### src/rtl/button_load_conditioner.sv
// Debounced load push-button: synchronizes the button and switches, accepts a press after
// DEBOUNCE_CYCLES stable samples and emits one enable_out strobe with the captured switch word.
// Optional build macro LOAD_COUNT_EN adds an 8-bit load_count output that counts accepted loads.
//
// state        | meaning
// IDLE         | button released and debounced, waiting for a press
// PRESS_WAIT   | button seen high, counting stable high samples
// PRESSED      | press accepted, strobe cycle
// RELEASE_WAIT | waiting for DEBOUNCE_CYCLES stable low samples
module button_load_conditioner #(
    parameter int DEBOUNCE_CYCLES = 16
) (
    input  logic       clk,
    input  logic       rst_ext_n,
    input  logic       btn_load_in,
    input  logic [3:0] sw_in,
    output logic       enable_out,
    output logic [3:0] d_out,
    output logic       busy
`ifdef LOAD_COUNT_EN
    ,
    output logic [7:0] load_count
`endif
);

    localparam int CW = $clog2(DEBOUNCE_CYCLES + 1);
    localparam logic [CW-1:0] CNT_LAST = CW'(DEBOUNCE_CYCLES - 1);
    localparam logic [CW-1:0] CNT_ONE  = CW'(1);

    typedef enum logic [1:0] {
        IDLE,
        PRESS_WAIT,
        PRESSED,
        RELEASE_WAIT
    } state_t;

    state_t        state;
    logic [CW-1:0] cnt;
    logic [1:0]    btn_ff;
    logic [3:0]    sw_ff1;
    logic [3:0]    sw_sync;
    logic          btn_sync;

    assign btn_sync = btn_ff[1];

    always_ff @(posedge clk or negedge rst_ext_n) begin
        if (!rst_ext_n) begin
            btn_ff  <= 2'b00;
            sw_ff1  <= 4'b0000;
            sw_sync <= 4'b0000;
        end else begin
            btn_ff  <= {btn_ff[0], btn_load_in};
            sw_ff1  <= sw_in;
            sw_sync <= sw_ff1;
        end
    end

    // busy is assigned alongside each transition so it tracks the registered state exactly
    always_ff @(posedge clk or negedge rst_ext_n) begin
        if (!rst_ext_n) begin
            state      <= IDLE;
            cnt        <= '0;
            enable_out <= 1'b0;
            d_out      <= 4'b0000;
            busy       <= 1'b0;
`ifdef LOAD_COUNT_EN
            load_count <= 8'd0;
`endif
        end else begin
            enable_out <= 1'b0;
            case (state)
                IDLE: begin
                    if (btn_sync) begin
                        state <= PRESS_WAIT;
                        cnt   <= CNT_ONE;
                        busy  <= 1'b1;
                    end else begin
                        cnt  <= '0;
                        busy <= 1'b0;
                    end
                end
                PRESS_WAIT: begin
                    if (!btn_sync) begin
                        state <= IDLE;
                        cnt   <= '0;
                        busy  <= 1'b0;
                    end else if (cnt == CNT_LAST) begin
                        state      <= PRESSED;
                        enable_out <= 1'b1;
                        d_out      <= sw_sync;
                        busy       <= 1'b1;
`ifdef LOAD_COUNT_EN
                        load_count <= load_count + 8'd1;
`endif
                    end else begin
                        cnt <= cnt + CNT_ONE;
                    end
                end
                PRESSED: begin
                    state <= RELEASE_WAIT;
                    cnt   <= '0;
                    busy  <= 1'b1;
                end
                RELEASE_WAIT: begin
                    if (btn_sync) begin
                        cnt <= '0;
                    end else if (cnt == CNT_LAST) begin
                        state <= IDLE;
                        cnt   <= '0;
                        busy  <= 1'b0;
                    end else begin
                        cnt <= cnt + CNT_ONE;
                    end
                end
                default: begin
                    state <= IDLE;
                    cnt   <= '0;
                    busy  <= 1'b0;
                end
            endcase
        end
    end

endmodule

### config.mk
export PLATFORM = sky130hd
export DESIGN_NAME = button_load_conditioner
export DESIGN_NICKNAME = d
export VERILOG_FILES = /design/src/rtl/button_load_conditioner.sv
export SDC_FILE = /design/constraint.sdc
export NUM_CORES = 1
export LEC_CHECK = 0
export ABC_AREA = 1
export ABC_CLOCK_PERIOD_IN_PS = 2000
export BUFFER_PORTS_ARGS = -buffer_cell sky130_fd_sc_hd__buf_2
export CAP_MARGIN = 20
export CORE_ASPECT_RATIO = 1.25
export CORE_MARGIN = 4
export CORE_UTILIZATION = 40
export CTS_CLUSTER_SIZE = 16
export DETAILED_ROUTE_END_ITERATION = 8
export HOLD_SLACK_MARGIN = 0.03
export PLACE_DENSITY = 0.59
export SYNTH_ARGS = -nofsm -noshare
export SYNTH_HDL_FRONTEND = slang
export SYNTH_SLANG_ARGS = --single-unit
### constraint.sdc
create_clock -name clk -period 2 [get_ports clk]
set_input_delay 0.4 -clock clk [delete_from_list [all_inputs] [get_ports clk]]
set_output_delay 0.4 -clock clk [all_outputs]
set_load 0.005 [all_outputs]
**Yosys cells after proc, flatten, opt, wreduce, memory -nomap -nowiden**

Cells that the tools add are included.

- Add/subtract/negate cells: 1
- Eq/ne operators: 9
- Multiplexer cells: 21
- Reduce and logical (&&, ||, !) cells: 4

Operator list:

| operator | number |
|---|---|
| 2-to-1 mux 5 bit | 4 |
| case mux 5 bit (4 select lines) | 1 |
| 2-to-1 mux 2 bit | 5 |
| 2-to-1 mux 1 bit | 9 |
| case mux 2 bit (4 select lines) | 1 |
| inequality test 2 bit (second input constant) | 3 |
| inequality test 3 bit (second input constant) | 2 |
| AND reduction 3 bit | 2 |
| adder 5 x 1 -> 5 bit (second input constant) | 1 |
| equality test 5 x 4 -> 1 bit (second input constant) | 1 |
| equality test 2 bit (second input constant) | 2 |
| case mux 1 bit (4 select lines) | 1 |
| AND reduction 4 bit | 1 |
| equality test 2 x 1 -> 1 bit (second input constant) | 1 |
| zero test 2 bit | 1 |

- Bits in registers: 23
- Input port bits: 7
- Output and inout bits: 6
- Word-level logic and storage cells: 43

**Depth between registers and ports, before layout**

- Depth in word-level cells: 4
- Depth in mapped cells: 12
- Mapped depth without buffers: 12

**Least setup slack after synthesis**

Ideal clock, no wire load.

- Path kind: flip-flop to flip-flop
- Start point: register cnt[0]
- End point: register cnt[3]
- Library setup time: 0.121 ns
- Arrival: 1.500 ns
- Data required time: 1.879 ns
- Slack: 0.379 ns
- Cell stages (with the launch flop): 13
- Path buffers: 0
- Clock period less this slack: 1.621 ns
- Path through: dfrtp_1 ha_1 nand2_1 inv_1 nand2_1 inv_1 ha_1 nand2_1 inv_1 nand2_2 clkinv_1 nand2_1 o21ai_2

- Cells in the longest elaborated chain, start to end: 4
- Elaborated cells between the ends (all ways): 8
- Classes of those cells: 1 x add/sub; 2 x eq/ne; 5 x mux

RTL lines:

| item | RTL line | text |
|---|---|---|
| start, declared | 38 | `logic [CW-1:0] cnt;` |
| start signal, assigned | 96 | `cnt <= cnt + CNT_ONE;` |
| start signal, assigned | 112 | `cnt <= cnt + CNT_ONE;` |
| adder 5 x 1 -> 5 bit or equality test 5 x 4 -> 1 bit (tied branches) | - |  |
| 2-to-1 mux 5 bit (on tied branches) | 107, 87 |  |
| 2-to-1 mux 5 bit (on tied branches) | 105, 83 |  |
| case mux 5 bit (4 select lines) | 71 | `case (state)` |

Several ways; a longest one is shown, not always the timed one. The select of a mux whose other input is x is not followed.
A chain may end at the register's enable or synchronous reset.

**Final worst setup path**

Ends and elaborated chain as after synthesis.

==> run metrics <==
Chip Width 51.7 um; post-route DRC violation count 0; first-pass GRT wire length 2680 um; Tcrit/Tclk final 0.890; largest net degree at the start of global routing 24; post-synth cell types 19; hpwl dp 1090 um; worst min path class primary input to async pin; max incr delay on CP 0.45 ns; R2R setup slack 0.22 ns; GPL Wtd Cong 0.815; CTS tree done; final net count 124; GR Util All Layers 0.111; Setup crit end kind register; Port Buffers 12; Syn Nets 108; Num CTS Buffers 3; Starting Density 0.427; total congestion overflow 0; pwr dens 725 mW/mm^2; clock sinks 23; endpoints failing setup 0; Clock Power Share 0.269; Lkg Pwr 0.577 nW; Peak Freq 0.562 GHz; Post-CTS Hold Buffers 0; layout cells sized above 1 0.212; largest cells by area after synthesis dfrtp_1, nand2_1, ha_1; Synthesis Warnings 0; Final TNS setup 0 ns; post-CTS setup buffer count 0; synth cell count leaders nand2_1, dfrtp_1, inv_1; total number of vias 648; critical path cell sequence ha_1 -> nand2_1 -> inv_1 -> nand2_1 -> inv_1 -> ha_1 -> nand2_1 -> inv_1 -> nand2_2 -> clkinv_1 -> nand2_1 -> o21ai_2; Slew @ Worst Pin 0.495 ns; clock slew seen by the registers of the worst setup and hold paths 0.12 ns; final hold violations 0; Crit Path Max Fanout 8; clock period minus worst slack 1.78 ns; Cells after DPL 140; post-cts repair resize count 0; core area 0.00223 mm^2; Routed Antenna Nets 0; synthesized area 955 um^2; die height 62.6 um; switching pwr 0.185 mW; status finished, final reports clean; Vias per Instance 4.50; maxcap violations 0; Synth top area share 0.603; Worst Path Arrival 1.99 ns; fin. max-slew vios 0; First-pass DRT Iterations 2; row count 19; Main synth FF type dfrtp_1; WL/cell 10.5 um; Synth area leader dfrtp_1; FFs w/ async S/R, synth 1.00; Crit Path Category register to register; Max IR drop VDD 0.000560 V; final core utilization 0.476; CP Buf/Inv Count 4; critical path's most frequent cell nand2_1; Syn Area/Cell 9.74 um^2; number of global-route vias before repair 646; cell family contributing the most delay on the critical path flip-flops; initial antenna violation count 0; Area after DPL 0.00104 mm^2; final total power 0.772 mW; crit start category register; Routed WL 1510 um; Worst-Skew Late Latency 0.31 ns; synthesized instance count 98; most common cell in the synthesized netlist nand2_1; ANT cells 0; H-Tree Depth 1; RSZ-0062 raised after global routing no; Switching Share 0.239; clock tree buffer depth 2; Post-synth EDFFs 0; io pins 13; clock skew 0.00723 ns; Comb power frac 0.080; internal power consumption 0.587 mW; Area Overhead vs Synth 11.5%; share of power burned in registers 0.651; post-route design area 0.00106 mm^2; die area 0.00324 mm^2; Root Driver clkbuf_4; register bit total from synthesis 23; initial drt markers 5; final cell count without fillers 144; Req. time, crit path 2.21 ns; Critical Path Slowest Stage Cell dfrtp_1; register area share after synthesis 0.603; Max transition margin 0.670
==> placed cells by master, fill, tap and decap left out, types with 3 or more instances in the layout <==
master,netlist,layout
nand2_1,32,32
o21ai_0,6,6
ha_1,3,3
inv_1,10,10
nand3_1,5,5
dfrtp_1,23,23
clkbuf_4,0,3
nor2_1,4,4
buf_2,0,12
==> logic make-up (layout without fill, tap and decap cells) <==
kind of cell	Yosys count	count (layout)	share of synthesized area
compound gates	12	12	0.0786
xor+xnor	1	1	0.00918
fa+ha+maj	3	3	0.0393
buf+inv	14	29	0.0708
flops	23	23	0.603
simple gates	45	45	0.199
==> layout make-up <==
class	count	area, um^2
inverters	12	45.0
fillers	233	1170
multi-input cells	61	312
well taps	31	38.8
flip-flops and latches	23	576
repair buffers	13	67.6
clock buffers	4	26.3
==> power groups by stage <==
stage                     Clock [mW]  Combinational [mW]  Sequential, mW
final                          0.208              0.0617           0.502
after global routing           0.245              0.0725           0.505
after CTS                      0.224              0.0637           0.502
after detailed placement           0              0.0634           0.511
after global placement             0              0.0626           0.511
after floorplan                    0              0.0385           0.508
==> per-stage QoR <==
| stage | worst slack (ns) | hold slack (ns) |
|---|---|---|
| finish | 0.221 | 0.0365 |
| global placement | 0.252 | 0.332 |
| global route | 0.0542 | 0.0604 |
| floorplan | 0.379 | 0.104 |
| detailed placement | 0.232 | 0.337 |
| CTS | 0.209 | 0.0499 |
==> layer usage <==
metal,vias up,share of wire,global-route usage
met5,-,0,0
met4,0,0.019,0.0590
met3,4,0.043,0.0286
met2,11,0.49,0.175
met1,300,0.44,0.136
li1,333,-,-
==> sequential cells by signal, summed over array words and instances, names as in the netlist, named ones only <==
name / cells
enable_out: 1
sw_sync: 4
sw_ff1: 4
state: 1
busy: 1
btn_ff: 2
d_out: 4
cnt: 5
==> path summary, 6_finish.rpt <==
path	from	cells past startpoint	end
setup / recovery	cnt[0]	12	cnt[3]
hold / removal	rst_ext_n	1	sw_sync[0]
setup reg to reg	cnt[0]	12	cnt[3]
hold reg to reg	btn_ff[0]	0	btn_ff[1]
max in group asynchronous	rst_ext_n	1	d_out[2]
min in group clk	sw_in[3]	1	sw_ff1[3]
==> worst reg2reg max path, cell delays in order (launching register included) <==
cell      delay (ns)
dfrtp_1         0.45
ha_1            0.23
nand2_1         0.06
inv_1           0.05
nand2_1         0.07
inv_1           0.04
ha_1            0.22
nand2_1         0.08
inv_1           0.05
nand2_2         0.07
clkinv_1        0.19
nand2_1         0.13
o21ai_2         0.05
Power figures use the tool's default switching activity.
